File: src/rtl/lfsr_seq_ctrl.sv
// lfsr_seq_ctrl: sequencer around a Fibonacci LFSR.
// It takes a (seed, count) command, streams count LFSR states over valid/ready,
// then pulses done. It rejects the all-zero seed, flags period wrap-around,
// and supports abort.
module lfsr_seq_ctrl #(
    parameter int                LENGTH  = 16,
    parameter logic [0:LENGTH-1] TAPS    = 16'b0110100000000001,
    parameter int                COUNT_W = 16
) (
    input  logic                clk,
    input  logic                rst,
    input  logic                start,
    input  logic [0:LENGTH-1]   seed,
    input  logic [COUNT_W-1:0]  count,
    input  logic                abort,
    output logic                busy,
    output logic [0:LENGTH-1]   out_data,
    output logic                out_valid,
    input  logic                out_ready,
    output logic                done,
    output logic                err,
    output logic                wrapped
);

    typedef enum logic [1:0] {
        S_IDLE,
        S_RUN,
        S_DONE
    } state_t;

    localparam logic [COUNT_W-1:0] CNT_ONE = {{(COUNT_W-1){1'b0}}, 1'b1};

    state_t             state_q, state_d;
    logic [0:LENGTH-1]  lfsr_q, lfsr_d;
    logic [0:LENGTH-1]  seed_q, seed_d;
    logic [COUNT_W-1:0] remaining_q, remaining_d;
    logic               err_q, err_d;
    logic               wrapped_q, wrapped_d;

    logic               fb;
    logic [0:LENGTH-1]  lfsr_next;
    logic               handshake;

    // Feedback enters at bit 0 (leftmost); the rest of the register shifts toward LENGTH-1.
    assign fb        = ^(TAPS & lfsr_q);
    assign lfsr_next = {fb, lfsr_q[0:LENGTH-2]};
    assign handshake = (state_q == S_RUN) && out_ready;

    // Next-state and datapath update for the IDLE -> RUN -> DONE sequence.
    always_comb begin
        // NOTE: every _d gets its hold value first, so a branch that skips an assignment keeps the flop instead of inferring a latch.
        state_d     = state_q;
        lfsr_d      = lfsr_q;
        seed_d      = seed_q;
        remaining_d = remaining_q;
        err_d       = err_q;
        wrapped_d   = wrapped_q;

        unique case (state_q)
            S_IDLE: begin
                // A start here takes priority over abort, which has no effect in IDLE.
                if (start) begin
                    lfsr_d      = seed;
                    seed_d      = seed;
                    remaining_d = count;
                    err_d       = 1'b0;
                    wrapped_d   = 1'b0;
                    if (seed == '0) begin
                        // An all-zero seed would lock the LFSR, so the command ends with nothing emitted.
                        err_d   = 1'b1;
                        state_d = S_DONE;
                    end else if (count == '0) begin
                        state_d = S_DONE;
                    end else begin
                        state_d = S_RUN;
                    end
                end
            end
            S_RUN: begin
                // remaining is at least 1 in RUN, so the decrement can never underflow.
                if (handshake) begin
                    lfsr_d      = lfsr_next;
                    remaining_d = remaining_q - CNT_ONE;
                    if (lfsr_next == seed_q) begin
                        wrapped_d = 1'b1;
                    end
                    if (remaining_q == CNT_ONE) begin
                        state_d = S_DONE;
                    end
                end
                // On abort, a word handshaken in the same cycle is still consumed, but the run ends without done.
                if (abort) begin
                    state_d = S_IDLE;
                end
            end
            S_DONE: begin
                state_d = S_IDLE;
            end
            default: begin
                state_d = S_IDLE;
            end
        endcase
    end

    // State and datapath registers, cleared asynchronously on rst low.
    always_ff @(posedge clk or negedge rst) begin
        // NOTE: registers use non-blocking assignments, so every flop samples the pre-edge value of the others.
        if (!rst) begin
            state_q     <= S_IDLE;
            lfsr_q      <= '0;
            seed_q      <= '0;
            remaining_q <= '0;
            err_q       <= 1'b0;
            wrapped_q   <= 1'b0;
        end else begin
            state_q     <= state_d;
            lfsr_q      <= lfsr_d;
            seed_q      <= seed_d;
            remaining_q <= remaining_d;
            err_q       <= err_d;
            wrapped_q   <= wrapped_d;
        end
    end

    assign busy      = (state_q != S_IDLE);
    assign out_valid = (state_q == S_RUN);
    assign done      = (state_q == S_DONE);
    assign out_data  = lfsr_q;
    assign err       = err_q;
    assign wrapped   = wrapped_q;

endmodule

File: config.mk
export PLATFORM = sky130hd
export DESIGN_NAME = lfsr_seq_ctrl
export DESIGN_NICKNAME = d
export VERILOG_FILES = /design/src/rtl/lfsr_seq_ctrl.sv
export SDC_FILE = /design/constraint.sdc
export NUM_CORES = 1
export LEC_CHECK = 0
export ABC_AREA = 1
export CORE_MARGIN = 2
export CORE_UTILIZATION = 57
export CTS_BUF_LIST = sky130_fd_sc_hd__clkbuf_16
export DETAILED_ROUTE_END_ITERATION = 10
export PLACE_DENSITY = 0.86
export SETUP_SLACK_MARGIN = 0.4
export SYNTH_ARGS = -nofsm -noshare
export SYNTH_HDL_FRONTEND = slang
export SYNTH_SLANG_ARGS = --single-unit
File: constraint.sdc
create_clock -name clk -period 1.93 [get_ports clk]
set_input_delay 0.386 -clock clk [delete_from_list [all_inputs] [get_ports clk]]
set_output_delay 0.386 -clock clk [all_outputs]
set_load 0.03 [all_outputs]
# Word-level counts from Yosys, hierarchy flattened
# Cells that the tools add are included.
classes:
  eq_ne: 9
  reduce_logical: 11
  mux: 18
  add_sub_neg: 1
op_table:
  columns: ["operator", "count"]
  rows:
  - ["16-bit 2-to-1 mux", 4]
  - ["16-bit one-hot mux with 2 select lines", 2]
  - ["16-bit logical NOT", 2]
  - ["16-bit by 1-bit equality test with 1-bit output (second input constant)", 1]
  - ["16-bit equality test", 1]
  - ["16-bit parity", 1]
  - ["16-bit by 1-bit subtractor with 16-bit output (second input constant)", 1]
  - ["2-bit 2-to-1 mux", 6]
  - ["3-bit by 2-bit != test with 1-bit output (second input constant)", 2]
  - ["3-bit AND reduction", 2]
  - ["1-bit 2-to-1 mux", 4]
  - ["2-bit by 1-bit != test with 1-bit output (second input constant)", 2]
  - ["2-bit one-hot mux with 2 select lines", 1]
  - ["4-bit AND reduction", 1]
  - ["2-bit nonzero test", 2]
  - ["2-bit by 1-bit equality test with 1-bit output (second input constant)", 1]
  - ["2-bit equality test (second input constant)", 1]
  - ["2-bit logical NOT", 1]
  - ["2-bit != test (second input constant)", 1]
  - ["1-bit one-hot mux with 2 select lines", 1]
  - ["2-bit AND reduction", 1]
  - ["1-bit logical AND", 1]
word_totals:
  word_cells: 45
  reg_bits: 52

# Longest topological paths before layout
logic_depth:
  ltp_word: 5
  ltp_mapped: 9
  mapped_depth_nobuf: 9

# Least setup slack after synthesis
# Ideal clock, no wire load.
synth_path:
  kind: "register to output"
  from: "reg state_q[1]"
  to: "out out_valid"
  slack_ps: 507
  path_stages_with_launch: 3
  required_ps: 1544
  arrival_time_ps: 1037
  path_cell_list: "dfrtp_1 > nor2_4 > buf_1"
synth_between:
  elab_chain_cells: 1
synth_lines:
  columns: ["element", "line_no", "text"]
  rows:
  - ["from (decl)", "33", "state_t state_q, state_d;"]
  - ["from (signal assigned)", "116", "state_q <= state_d;"]
  - ["2-bit by 1-bit equality test with 1-bit output", "126", "assign out_valid = (state_q == S_RUN);"]
  - ["to (decl)", "18", "output logic out_valid,"]
# Every way passes these cells.

# Final worst setup path
layout_path:
  from: "reg state_q[0]"
  to: "reg remaining_q[1]"
layout_between:
  elab_chain_cells: 4
  elab_cells_between_ends: 8
  cone_classes: "eq/ne (3); mux (1); reduce/logical (4)"
layout_lines:
  columns: ["element", "line_no", "text"]
  rows:
  - ["2-bit by 1-bit equality test with 1-bit output", "47, 59", null]
  - ["1-bit logical AND", "47", "assign handshake = (state_q == S_RUN) && out_ready;"]
  - ["2-bit by 1-bit != test with 1-bit output (no source line)", null, null]
  - ["3-bit AND reduction (no source line)", null, null]
  - ["to (signal assigned)", "119", "remaining_q <= remaining_d;"]
  - ["to (decl)", "36", "logic [COUNT_W-1:0] remaining_q, remaining_d;"]
# Parallel ways exist; a longest one is shown, timed or not.
# A chain may end at the register's enable or synchronous reset.

==> flow_metrics.py <==
metrics = {
    "status": {
        "status": "finished clean",
    },
    "sta": {
        "final_hold_viol_count": 0,
        "tns_ns": 0,
        "rsz0062_at_grt": "true",
        "setup_viol": 0,
        "fmax_mhz": 611.1,
        "fin_ws_ns": 0.2936,
        "period_needed_ns": 1.636,
        "slew_headroom": 0.7645,
        "worstMarginPinSlew_ns": 0.3496,
        "period_share": 0.8479,
        "skew_ns": 0.006818,
        "maxSlewViolCount": 0,
    },
    "synth": {
        "syn_avg_cell_area_um2": 6.696,
        "synth.distinct_cells": 28,
        "synthCells": 466,
        "synth.net_count": 505,
        "yosys-top-cells-area": "dfrtp_1 42%, nand2_1 19%, o21ai_0 7.5%",
        "synth_area_um2": 3120,
        "ys_ff_latch": 52,
        "yosys_warnings": 0,
        "yosysSeqAreaShare": 0.4170,
        "yosysTopAreaCellShare": 0.4170,
        "synth_area_leader_cell": "dfrtp_1",
    },
    "floorplan": {
        "die_area_um2": 6082,
        "core_um2": 5205,
        "die_h_um": 77.99,
        "die_w_um": 77.99,
        "rows": 26,
        "pin_count": 58,
        "start_util": 0.5995,
    },
    "grt": {
        "antenna_found_initial": 0,
        "grt_pass1_wl_mm": 14.91,
        "grt_pass1_vias": 3216,
        "overflow": 0,
        "grtUsageTotal": 0.3124,
        "grt_max_degree": 53,
    },
    "place": {
        "dpl.cell_count": 586,
        "gp_congestion": 0.9083,
        "placed_area_um2": 3780,
        "hpwl_mm": 5.958,
        "numPortBuffers": 57,
        "pre_cts_ws_ns": 0.2099,
    },
    "finish": {
        "syn_to_final_growth_pct": 41.62,
        "fin_nets": 582,
        "post_route_cells_drive_above_1_share": 0.1342,
        "final_common_cell": "nand2_1",
        "fin_cells": 614,
        "diodes": 0,
        "final_cell_mix": "153 x nand2_1, 58 x inv_1, 53 x nor2_1, 51 x dfrtp_1, 35 x clkdlybuf4s50_1",
        "fillerInstances": 294,
        "fin_area_um2": 4419,
    },
    "critical_path": {
        "cp.arrival_ns": 1.85,
        "endpoint": "remaining_q[1]",
        "cp_max_fo": 5,
        "crit_type": "flop to flop",
        "r2r_cells": 10,
        "critPathRequiredTime_ns": 2.14,
        "endpoint_kind": "flop",
        "r2r-end": "remaining_q[1]",
        "reg2reg_from": "state_q[0]",
        "cp-start-kind": "flop",
        "crit_start": "state_q[0]",
        "worst-r2r-setup-slack_ns": 0.29,
    },
    "routing": {
        "vias_per_cell": 6.194,
        "first_pass_iters": 6,
        "wirelength_mm": 11.61,
        "num_vias": 3803,
        "drtAntennaViolNets": 0,
        "wire_per_inst_um": 18.91,
        "drt_iter0_markers": 543,
        "drc": 0,
    },
    "clock_tree": {
        "clk_latency_ns": 0.30,
        "clk_pin_slew_ns": 0.07,
        "clk_path_buf_depth": 2,
        "htree_levels": 2,
        "cts.sinks": 52,
        "cts_root_buf": "clkbuf_16",
        "holdBufCountCts": 0,
        "cts_tree": "done",
        "cts_buffers": 5,
    },
    "hold_path": {
        "holdCritPathClass": "primary input to async pin",
    },
    "power_and_ir_drop": {
        "ir_drop_mv": 1.297,
        "leakagePower_uw": 0.002185,
        "p_per_area_nw_per_um2": 1912,
        "fin_total_pwr_uw": 8448,
    },
    "run": {
        "drv_cap": 0,
    },
}
-- stage by stage --
stage | utilization | hold WS (ns)
finish | 0.8490 | 0.07843
global route | 0.8490 | 0.1130
CTS | 0.7716 | 0.09400
detailed placement | 0.7262 | 0.4036
global placement | 0.7262 | 0.4046
floorplan | - | 0.09041
-- where the power goes --
group / switching [uW] / leakage, uW / total [uW] / internal [uW]
Sequential: 532 / 0.000635 / 2160 / 1630
Clock: 425 / 0.0000789 / 1030 / 605
Combinational: 3160 / 0.00147 / 5260 / 2100
-- cell usage after synthesis --
cell type and n:
nand3_1 19, buf_4 2, dfrtp_1 52, xnor2_1 1, a21oi_1 5, o211ai_1 16, ha_1 2, clkbuf_1 3
o21ai_0 47, inv_2 2, a22oi_1 1, nor2_1 58, clkbuf_2 1, or2_2 2, buf_2 6, nor2_4 1
nand2_2 2, o21bai_1 1, buf_1 3, o21ai_1 14, nand3b_1 2, nor2_2 2, nand4_1 2, buf_6 1
nand2_1 160, xor2_1 1, o22ai_1 2, inv_1 58
-- repair_timing --
| item | in CTS | in global routing |
|---|---|---|
| gates cloned | 1 | 8 |
| setup endpoints to repair | 27 | 50 |
| pin swaps | 2 | 10 |
| gates resized for setup | 37 | 66 |
| setup buffers | 5 | 6 |
-- registers in the layout, indices dropped and copies added, names as in the netlist --
name / count
out_data: 16
remaining_q: 16
state_q: 2
err: 1
seed_q: 16
wrapped: 1
-- layout make-up --
class	count	area [um2]	share of cell area
clock buffers	5	125.1	0.02831
clock inverters	3	37.54	0.008494
inverters	60	235.2	0.05323
multi-input cells	338	1645	0.3723
flip-flops and latches	52	1303	0.2947
well taps	70	87.58	0.01982
repair buffers	86	985.9	0.2231
-- logic make-up (layout without fill, tap and decap cells) --
family          Yosys count  in the layout  synth area share
simple gates            248            248            0.3172
compound gates           86             86            0.1532
buf+inv                  76            154           0.09904
flops                    52             52            0.4170
fa+ha+maj                 2              2          0.008018
xor+xnor                  2              2          0.005614
-- worst max-delay path: stages, from the launching register on --
cell and delay, ns:
dfrtp_1 0.40, buf_6 0.13, inv_4 0.03, nor2_4 0.13
buf_6 0.18, nand2_8 0.07, nand2_8 0.12, buf_8 0.14
buf_16 0.13, o211ai_1 0.08, o21ai_1 0.12
-- per-layer routing --
| layer | track usage | vias to the layer above | wire [um] |
|---|---|---|---|
| met1 | 0.4094 | 1761 | 4238 |
| met2 | 0.5078 | 346 | 5429 |
| met3 | 0.06860 | 73 | 1406 |
| li1 | - | 1623 | - |
| met4 | 0.1175 | 0 | 536 |
| met5 | 0 | - | 0 |
-- worst min path at each step --
stage | start | slack [ns] | end
after global placement | rst | 0.40 | out_data[12]
after global routing | rst | 0.11 | seed_q[14]
after detailed placement | rst | 0.40 | out_data[12]
after CTS | rst | 0.09 | seed_q[14]
after floorplan | rst | 0.09 | err
final | rst | 0.08 | seed_q[14]
Power figures use the tool's default switching activity.
